$ cat config.mk
export PLATFORM = sky130hd
export DESIGN_NAME = pipe_sel_reg
export DESIGN_NICKNAME = d
export VERILOG_FILES = /design/src/rtl/pipe_sel_reg.sv
export SDC_FILE = /design/constraint.sdc
export NUM_CORES = 1
export LEC_CHECK = 0
export CAP_MARGIN = 25
export CELL_PAD_IN_SITES_DETAIL_PLACEMENT = 2
export CELL_PAD_IN_SITES_GLOBAL_PLACEMENT = 2
export CORE_ASPECT_RATIO = 0.5
export CORE_MARGIN = 2
export CORE_UTILIZATION = 21
export DETAILED_ROUTE_END_ITERATION = 7
export GPL_TIMING_DRIVEN = 0
export PLACE_DENSITY_LB_ADDON = 0.1
export SKIP_CTS_REPAIR_TIMING = 1
export SLEW_MARGIN = 20
export SYNTH_ARGS = -nofsm -noshare
export SYNTH_HDL_FRONTEND = slang
export SYNTH_SLANG_ARGS = --single-unit
$ cat constraint.sdc
create_clock -name clk -period 2.7 [get_ports clk]
set_clock_uncertainty 0.2 [all_clocks]
set_input_delay 0.405 -clock clk [delete_from_list [all_inputs] [get_ports clk]]
set_output_delay 0.405 -clock clk [all_outputs]
set_load 0.1 [all_outputs]
$ cat src/rtl/pipe_sel_reg.sv
// N-way operand selector latched into a pipeline register, with stall/flush, valid bit and out-of-range error counting.
// Latency: one cycle from src_bus/sel to out_data; no combinational path from inputs to outputs.
// Backpressure: stall holds every register including err_cnt; flush overrides stall and inserts a bubble.
module pipe_sel_reg #(
    parameter int WIDTH       = 32,
    parameter int NSRC        = 4,
    parameter int SELW        = 2,
    parameter int DEFAULT_SRC = 0
) (
    input  logic                    clk,
    input  logic                    reset,
    input  logic [NSRC*WIDTH-1:0]   src_bus,
    input  logic [SELW-1:0]         sel,
    input  logic                    in_valid,
    input  logic                    stall,
    input  logic                    flush,
    output logic [WIDTH-1:0]        out_data,
    output logic                    out_valid,
    output logic [SELW-1:0]         out_sel,
    output logic                    sel_err,
    output logic [15:0]             err_cnt
);

    if (NSRC < 2 || NSRC > 16) begin : g_bad_nsrc
        $error("pipe_sel_reg: NSRC must be in 2..16");
    end
    if ((2 ** SELW) < NSRC) begin : g_bad_selw
        $error("pipe_sel_reg: SELW too narrow for NSRC");
    end
    if (DEFAULT_SRC < 0 || DEFAULT_SRC >= NSRC) begin : g_bad_default
        $error("pipe_sel_reg: DEFAULT_SRC must be below NSRC");
    end

    // One extra bit so NSRC == 2**SELW is representable; the compare then folds to constant false.
    localparam logic [SELW:0]   NSRC_W  = (SELW+1)'(NSRC);
    localparam logic [SELW-1:0] DEF_SEL = SELW'(DEFAULT_SRC);

    logic             sel_oor;
    logic [SELW-1:0]  eff_sel;
    logic [WIDTH-1:0] data_mux;
    logic             set_err;

    always_comb begin
        sel_oor  = ({1'b0, sel} >= NSRC_W);
        eff_sel  = sel_oor ? DEF_SEL : sel;
        set_err  = sel_oor && in_valid;
        data_mux = '0;
        for (int i = 0; i < NSRC; i++) begin
            if (eff_sel == SELW'(i)) begin
                data_mux = src_bus[i*WIDTH +: WIDTH];
            end
        end
    end

    always_ff @(posedge clk or posedge reset) begin
        if (reset) begin
            out_data  <= '0;
            out_valid <= 1'b0;
            out_sel   <= '0;
            sel_err   <= 1'b0;
            err_cnt   <= '0;
        end else if (flush) begin
            out_data  <= '0;
            out_valid <= 1'b0;
            out_sel   <= '0;
            sel_err   <= 1'b0;
        end else if (!stall) begin
            out_data  <= data_mux;
            out_valid <= in_valid;
            out_sel   <= eff_sel;
            sel_err   <= set_err;
            // Saturate rather than wrap so a long error burst never reads back as clean.
            if (set_err && err_cnt != 16'hFFFF) begin
                err_cnt <= err_cnt + 16'd1;
            end
        end
    end

endmodule

# Yosys cells after proc, flatten, opt, wreduce, memory -nomap -nowiden

Cells that the tools add are included.

Equality and inequality tests: 4
Mux-type cells: 12
Reduce and logical (&&, ||, !) cells: 1

Operators with widths:

| cell                                                   | count |
|---|---|
| 2-to-1 mux 32 bit                                      | 6 |
| == test 2 bit (second input constant)                  | 2 |
| 2-to-1 mux 1 bit                                       | 4 |
| 2-to-1 mux 2 bit                                       | 2 |
| == test 2 x 1 -> 1 bit (second input constant)         | 1 |
| zero test 2 bit                                        | 1 |
| inequality test 2 x 1 -> 1 bit (second input constant) | 1 |

Register bits after elaboration: 36
Bits of input ports: 135
Output and inout port bits: 52
Logic and storage cells: 21

# Logic depth before layout (Yosys ltp)

Gate-level depths: netlist of run 1.

Depth after elaboration: 7
Mapped depth: 5

# Worst setup path before layout of run 1

OpenSTA, ideal clock, no wires.

Path kind: input port to flip-flop
From: input stall
To: register out_data[1]
Setup time: 86 ps
Arrival time: 1,317 ps
Required time: 2,414 ps
Slack: 1,097 ps
Cell stages on the path: 5
Cell sequence: buf_6 or3b_1 buf_6 buf_12 o221ai_2

Cells in the longest elaborated chain, start to end: 1

RTL lines:

| element                                         | RTL line | RTL |
|---|---|---|
| start: declaration                              | 15       | `input logic stall,` |
| inequality test 2 x 1 -> 1 bit (no source line) | -        |  |
| end signal: assignment                          | 68       | `out_data <= data_mux;` |
| end: declaration                                | 17       | `output logic [WIDTH-1:0] out_data,` |

Every way passes these cells.
A chain may end at the register's enable or synchronous reset.

# Worst setup path after layout of run 1

From: register out_data[20]
To: output out_data[20]

No word-level cell between the ends.

==> metrics.cfg, run 1 <==
[setup_path]
slowest_stage = clkdlybuf4s50_1
r2r-start = out_data[26]$_DFFE_PP0P_
setup.worst_path.end = out_data[20]
cp-startpoint = out_data[20]$_DFFE_PP0P_
cp_top_family = buffers and inverters
r2r_cells = 2
arrival_ps = 1800
r2r_end = out_data[26]$_DFFE_PP0P_
reg2reg_slack_ps = 1770
path_depth = 1
crit_chain = clkdlybuf4s50_1
end_kind = output pin
crit_type = register to output pin
worstPathRequired_ps = 2100
crit_buf_inv = 1
start_kind = register
crit_path_max_incr_delay_ps = 1160
cp_max_fo = 2

[clock_network]
clock_path_buffers = 2
clock_sinks = 35
cts_tree = built
numCtsBuffers = 5
htreeDepth = 2
cts_root_buf = clkbuf_16
clock_latency_ps = 280
clk_pin_slew_ps = 60

[yosys]
yosysMostFrequentCell = mux2i_1
async_reset_ff_frac = 1.00
synth_area_leaders = dfrtp_1 (34%), mux2i_1 (26%), o221ai_2 (17%)
avgSynthCellArea_um2 = 12.2
seq_area_frac_synth = 0.339
syn-cell-area_um2 = 2580
ys_types = 15
ys_warn_count = 0
synth_top_area_frac = 0.339
synthFlopType = dfrtp_1
yosys.area.top_type = dfrtp_1
synth_cells = 212
synth_seq_cells = 35
synth-edff-count = 0
ys_top_cells_by_count = mux2i_1 (67), dfrtp_1 (35), nand3b_1 (32)

[global_routing]
grt_max_degree = 26
antenna_found_initial = 0
grt-busiest-layer = met2
grt.overflow.total = 0
grt_use_total = 0.152
grt_pass1_vias = 2957
use_met3 = 0.0500
globalRouteMet1Util = 0.169
grtUsageMet2 = 0.294
grt_pass1_wl_um = 15700

[pwr]
power_per_cell_area_nw_per_um2 = 444
clock_power_share = 0.269
swShare = 0.395
internal_power_mw = 1.26
ir_worst_vdd_v = 0.000255
power_frac_comb = 0.450
power_frac_seq = 0.282
p_leak_nw = 1.97
power.switching_mw = 0.821

[finish]
num_antenna_cells = 0
final_util = 0.393
final_cells = 569
syn_to_final_growth_pct = 81.2
drive_gt1_frac = 0.173
fin_area_um2 = 4680
fillers = 1290
multi_input_area_um2 = 1470
nets = 538
seq_area_um2 = 876

[sta]
worst_pin_slew_ps = 1020
setup_viol = 0
setup_tns_ps = 0
hold_viol = 0
slew_viol_final = 0
slew_headroom = 0.320
clock.fmax_mhz = 416
finalCriticalPeriod_ps = 2400
fin_crit_sh = 0.891
grt_setup_unrepaired = no

[place]
dp_cells = 561
port_buffers = 167
place_area_um2 = 4540
dp_hpwl_um = 8200
place_congestion = 0.769

[die]
dieArea_um2 = 13200
num_io_pins = 187
initial_utilization = 0.217
rows = 28
chipWidth_um = 161
coreArea_um2 = 11900
die_h_um = 82.4

[route]
vias = 2504
routed_wl_um = 10100
drc_errors = 0
ant_nets = 0
vias_per_cell = 4.40
drt_iter0_markers = 58
drt_pass1_iterations = 4
wl_per_cell_um = 17.8

[worst_hold_path]
hp-class = input port to async pin

[run_status]
status = completed

[job]
maxCapViolCount = 0

[power groups by stage]
| stage | Clock, mW | Combinational, mW | Sequential [mW] |
|---|---|---|---|
| floorplan | 0 | 0.317 | 0.875 |
| global placement | 0 | 0.926 | 0.592 |
| detailed placement | 0 | 0.943 | 0.595 |
| CTS | 0.591 | 0.945 | 0.585 |
| global route | 0.614 | 0.979 | 0.590 |
| finish | 0.559 | 0.934 | 0.585 |
[layout by cell type, fill, tap and decap left out]
cell type | synthesis | routed
or3_1 | 1 | 1
buf_6 | 3 | 3
clkbuf_1 | 7 | 9
buf_12 | 3 | 4
clkinv_2 | 0 | 1
o221ai_2 | 30 | 30
conb_1 | 1 | 17
nand3b_1 | 32 | 32
clkdlybuf4s50_1 | 0 | 167
nor2_1 | 3 | 3
dfrtp_1 | 35 | 35
or3b_1 | 1 | 1
clkbuf_16 | 0 | 5
inv_2 | 0 | 1
buf_2 | 9 | 9
buf_4 | 17 | 17
o221ai_1 | 2 | 2
mux2i_1 | 67 | 67
[worst register-to-register path, delay by kind of cell, from the launching register on]
family	cells	cell delay [ps]
compound gates	1	100
flops	1	380
simple gates	1	120
[logic make-up (layout without fill, tap and decap cells)]
| logic type | count (synthesis) | count (layout) | synth area share |
|---|---|---|---|
| other | 1 | 17 | 0.00145 |
| AND/OR/NAND/NOR | 37 | 37 | 0.103 |
| AO/OA/AOI/OAI | 32 | 32 | 0.181 |
| flip-flops | 35 | 35 | 0.339 |
| multiplexers | 67 | 67 | 0.260 |
| buffers and inverters | 40 | 216 | 0.115 |
[how the worst min path moves through the flow]
stage                                    end                startpoint  slack [ps]  cells past startpoint
floorplan            out_data[0]$_DFFE_PP0P_                     reset         360                      1
global placement    out_data[19]$_DFFE_PP0P_  out_data[19]$_DFFE_PP0P_         310                      2
detailed placement   out_data[6]$_DFFE_PP0P_   out_data[6]$_DFFE_PP0P_         320                      2
CTS                 out_data[18]$_DFFE_PP0P_                     reset         200                      2
global route        out_data[18]$_DFFE_PP0P_                     reset         220                      2
finish              out_data[18]$_DFFE_PP0P_                     reset         190                      2
[layer usage]
layer | share of wire | up-vias
met1 | 0.40 | 1241
met4 | 0.0083 | 0
met2 | 0.53 | 93
li1 | - | 1163
met3 | 0.065 | 7
met5 | 0 | -
[registers in the layout, indices dropped and copies added (netlist names)]
name,flops
out_sel,2
out_data,32
out_valid,1
[stage by stage]
step | power (mW) | hold WS [ps] | setup slack (ps)
after CTS | 2.12 | 196 | 278
after detailed placement | 1.54 | 319 | 418
after floorplan | 1.19 | 358 | 1100
after global routing | 2.18 | 216 | 231
after global placement | 1.52 | 312 | 348
final | 2.08 | 192 | 295
[cell type report]
type                       count  share of cell area
timing repair buffer         168               0.362
multi-input combinational    153               0.314
sequential                    35               0.187
buffer                        39              0.0626
tap                          165              0.0441
clock buffer                   7              0.0284
clock inverter                 1             0.00107
inverter                       1            0.000803
Power figures use the tool's default switching activity.
==> inputs of run 2 (changes only) <==
--- a/config.mk
+++ b/config.mk
@@ -10,8 +10,9 @@
 export CELL_PAD_IN_SITES_GLOBAL_PLACEMENT = 2
 export CORE_ASPECT_RATIO = 0.5
 export CORE_MARGIN = 2
-export CORE_UTILIZATION = 21
+export CORE_UTILIZATION = 39
 export DETAILED_ROUTE_END_ITERATION = 7
+export DONT_BUFFER_PORTS = 1
 export GPL_TIMING_DRIVEN = 0
 export PLACE_DENSITY_LB_ADDON = 0.1
 export SKIP_CTS_REPAIR_TIMING = 1
==> run 2 against run 1 <==
Against the previous run:
- core utilization up 7.8 points
- sequential power up 50%
- power down 12%
- via count shrank 25%
- critical path type unchanged
- critical endpoint is now out_data[0]
- largest cell class is now multi-input gates
- highest routed layer unchanged
==> metrics.cfg, run 2 (same netlist as run 1, synthesis figures left out) <==
[finish]
syn_to_final_growth_pct = 13.6
layout_commonest_cell = mux2i_1
mostFrequentLayoutCells = mux2i_1 (67), dfrtp_1 (35), nand3b_1 (32), o221ai_2 (30)
regMostFlops = out_data
num_antenna_cells = 0
largestRegisters = out_data: 32 flops, out_sel: 2 flops, out_valid: 1 flops
largest_reg_flops = 32
nets = 372
drive_gt1_frac = 0.300

[route]
drc_errors = 0
vias_per_cell = 5.76
drt_pass1_iterations = 4
vias = 1873
wl_per_cell_um = 25.6
routed_wl_um = 8310
ant_nets = 0
drt_iter0_markers = 50

[setup_path]
crit_type = register to output pin
worstPathRequired_ps = 2100
end_kind = output pin
reg2reg_slack_ps = 1150
start_kind = register
arrival_ps = 1250
cp_max_fo = 2

[sta]
clock.fmax_mhz = 538
fin_crit_sh = 0.688
setup_viol = 0
finalCriticalPeriod_ps = 1860
hold_viol = 0
final.setup.worst_slack_ps = 843
slew_viol_final = 0
setup_tns_ps = 0
worst_pin_slew_ps = 954
grt_setup_unrepaired = no
timing.hold.ws_ps = 90.7
slew_headroom = 0.364

[die]
rows = 20
die_h_um = 61.5
chipWidth_um = 119
dieArea_um2 = 7320
initial_utilization = 0.414
coreArea_um2 = 6230
num_io_pins = 187

[pwr]
ir_worst_vdd_v = 0.000217
power_mw = 1.83
power_per_cell_area_nw_per_um2 = 623
p_leak_nw = 1.34

[place]
dpl_worst_slack_ps = 883
port_buffers = 0
dp_hpwl_um = 6420
place_congestion = 0.675

[global_routing]
grt_pass1_vias = 2064
grt_use_total = 0.226
grt_pass1_wl_um = 12300
globalRouteMet1Util = 0.254
grt.overflow.total = 0
grt-busiest-layer = met2
use_met3 = 0.0824
grtUsageMet2 = 0.429
grt_max_degree = 19
antenna_found_initial = 0

[clock_network]
clk_pin_slew_ps = 60
numCtsBuffers = 5
clock_latency_ps = 270
cts_root_buf = clkbuf_16
cts_tree = built
clock_path_buffers = 2
htreeDepth = 2
clock_sinks = 35

[job]
maxCapViolCount = 0

[worst_hold_path]
hp-class = input port to register

[run_status]
status = completed

[run 2: cell count changes in the layout (fill, tap and decap cells not counted), sizes merged]
cell	delta
clkdlybuf4s50	-167
clkbuf	-1
dlygate4sd3	+1
[run 2: through the flow]
stage / utilization / instance area (um2) / std cells
2_1_floorplan: - / 2640 / 228
3_3_place_gp: 0.442 / 2750 / 316
3_5_place_dp: 0.446 / 2780 / 317
4_1_cts: 0.469 / 2920 / 324
5_1_grt: 0.471 / 2930 / 325
6_report: 0.471 / 2930 / 325
[run 2: final cells by class]
| cell class | count | area (um2) |
|---|---|---|
| Inverter | 1 | 3.75 |
| Tap cell | 88 | 110 |
| Multi-Input combinational cell | 153 | 1470 |
| Fill cell | 626 | 3300 |
| Timing Repair Buffer | 2 | 37.5 |
| Sequential cell | 35 | 876 |
| Buffer | 39 | 293 |
| Clock inverter | 1 | 5.00 |
| Clock buffer | 6 | 139 |
[run 2: routing by layer]
layer	vias up	routed length [um]	share of wire
li1	837	-	-
met1	946	3180	0.38
met2	88	4370	0.53
met3	2	714	0.086
met4	0	44	0.0053
met5	-	0	0
[run 2: path summary, 6_finish.rpt]
| path | startpoint | to | cells after the start |
|---|---|---|---|
| worst max-delay path | out_data[0]$_DFFE_PP0P_ | out_data[0] | 0 |
| worst min-delay path | in_valid | out_valid$_DFFE_PP0P_ | 2 |
| worst max register to register | out_data[9]$_DFFE_PP0P_ | out_data[9]$_DFFE_PP0P_ | 2 |
| worst min register to register | out_valid$_DFFE_PP0P_ | out_valid$_DFFE_PP0P_ | 2 |
| max in group asynchronous | reset | out_data[12]$_DFFE_PP0P_ | 3 |
| min in group asynchronous | reset | out_data[0]$_DFFE_PP0P_ | 2 |
[run 2: report_power, final]
group	switching, mW	internal, mW
registers	0.324	0.556
logic	0.239	0.128
clock network	0.219	0.360
total	0.781	1.04
==> inputs of run 3 (changes only) <==
--- a/config.mk
+++ b/config.mk
@@ -10,7 +10,7 @@
 export CELL_PAD_IN_SITES_GLOBAL_PLACEMENT = 2
 export CORE_ASPECT_RATIO = 0.5
 export CORE_MARGIN = 2
-export CORE_UTILIZATION = 39
+export CORE_UTILIZATION = 36
 export DETAILED_ROUTE_END_ITERATION = 7
 export DONT_BUFFER_PORTS = 1
 export GPL_TIMING_DRIVEN = 0
==> constraint.sdc (replaced) <==
create_clock -name clk -period 1.84 [get_ports clk]
set_clock_uncertainty 0.2 [all_clocks]
set_input_delay 0.276 -clock clk [delete_from_list [all_inputs] [get_ports clk]]
set_output_delay 0.276 -clock clk [all_outputs]
set_load 0.1 [all_outputs]
==> run 3 against run 2 <==
Against the previous run:
- sequential power increased by 47%
- power rose by 42%
- flip-flop and latch count did not move
- setup slack worse by 720 ps
- cell area about the same
- non-clock buffer count grew 2
- die area is 7.9% higher
- combinational power rose by 45%
- clock power is 34% higher
- wire length shrank 9.8%
- via count is 0.27% lower
- global-route usage is 3.5 points lower
- critical path type unchanged
- critical endpoint unchanged
- largest cell class unchanged
- largest power group unchanged
- highest routed layer unchanged
==> metrics.cfg, run 3 (same netlist as run 1, synthesis figures left out) <==
[place]
place_congestion = 0.672
port_buffers = 0
dpl_worst_slack_ps = 153
dp_hpwl_um = 5870

[setup_path]
cp_max_fo = 2
arrival_ps = 1240
end_kind = output pin
crit_type = register to output pin
worstPathRequired_ps = 1360
start_kind = register

[sta]
timing.hold.ws_ps = 7.31
hold_viol = 0
slew_viol_final = 0
slew_headroom = 0.368
setup_viol = 0
grt_setup_unrepaired = no
worst_pin_slew_ps = 948
setup_tns_ps = 0
finalCriticalPeriod_ps = 1720
fin_crit_sh = 0.935
final.setup.worst_slack_ps = 120
clock.fmax_mhz = 581

[global_routing]
globalRouteMet1Util = 0.227
grtUsageMet2 = 0.318
grt_max_degree = 23
grt.overflow.total = 0
grt_pass1_wl_um = 11300
grt_pass1_vias = 2005
use_met3 = 0.0795
grt_use_total = 0.191
antenna_found_initial = 0
grt-busiest-layer = met2

[clock_network]
clock_path_buffers = 2
htreeDepth = 2
clock_latency_ps = 280
cts_root_buf = clkbuf_16
clk_pin_slew_ps = 50
cts_tree = built
clock_sinks = 35
numCtsBuffers = 5

[route]
drt_pass1_iterations = 4
ant_nets = 0
wl_per_cell_um = 22.7
vias = 1868
routed_wl_um = 7490
drc_errors = 0
drt_iter0_markers = 38
vias_per_cell = 5.66

[die]
rows = 21
chipWidth_um = 124
die_h_um = 63.9
coreArea_um2 = 6810
initial_utilization = 0.379
num_io_pins = 187
dieArea_um2 = 7900

[finish]
drive_gt1_frac = 0.290
nets = 374
syn_to_final_growth_pct = 13.7
largestRegisters = out_data: 32 flops, out_sel: 2 flops, out_valid: 1 flops
num_antenna_cells = 0
mostFrequentLayoutCells = mux2i_1 (67), dfrtp_1 (35), nand3b_1 (32), o221ai_2 (30)
fillers = 676
largest_reg_flops = 32
layout_commonest_cell = mux2i_1
regMostFlops = out_data

[worst_hold_path]
hp-class = input port to register

[pwr]
p_leak_nw = 1.34
power_per_cell_area_nw_per_um2 = 885
ir_worst_vdd_v = 0.000304

[job]
maxCapViolCount = 0

[run_status]
status = completed

[run 3: per-stage QoR]
step	instances	cell area [um2]	total power, mW	utilization
5_1_grt	330	2940	2.71	0.431
2_1_floorplan	228	2640	1.75	-
6_report	330	2940	2.60	0.431
3_3_place_gp	320	2760	1.82	0.405
3_5_place_dp	321	2780	1.84	0.408
4_1_cts	327	2910	2.63	0.427
[run 3: area by class of cell]
cell class	instances	area (um2)	area share
buffer	39	293	0.0997
clock buffer	6	129	0.0439
inverter	1	3.75	0.00128
multi-input combinational	153	1470	0.500
sequential	35	876	0.298
tap	92	115	0.0392
timing repair buffer	4	50.0	0.0171
[run 3: where the power goes]
group | switching [mW] | leakage [nW] | total [mW] | internal (mW)
Combinational | 0.343 | 0.811 | 0.532 | 0.189
Sequential | 0.473 | 0.466 | 1.29 | 0.817
Clock | 0.291 | 0.0628 | 0.776 | 0.486
[run 3: path summary, 6_finish.rpt]
kind,end,slack (ps),cells after the start,start
setup / recovery,out_data[0],120,0,out_data[0]$_DFFE_PP0P_
setup reg to reg,out_data[26]$_DFFE_PP0P_,300,2,out_data[26]$_DFFE_PP0P_
max in group asynchronous,out_data[28]$_DFFE_PP0P_,780,3,reset
hold / removal,out_data[0]$_DFFE_PP0P_,7,2,src_bus[64]
hold reg to reg,out_valid$_DFFE_PP0P_,920,2,out_valid$_DFFE_PP0P_
min in group asynchronous,out_data[3]$_DFFE_PP0P_,220,2,reset
[run 3: metal layers]
| metal | vias to the layer above | part of all wire |
|---|---|---|
| li1 | 840 | - |
| met1 | 924 | 0.40 |
| met2 | 94 | 0.48 |
| met3 | 10 | 0.12 |
| met4 | 0 | 0.0093 |
| met5 | - | 0 |
[run 3: worst reg2reg max path, stage by stage, from the launching register on]
cell and delay, ps:
dfrtp_1 940, nand3b_1 210, o221ai_2 100
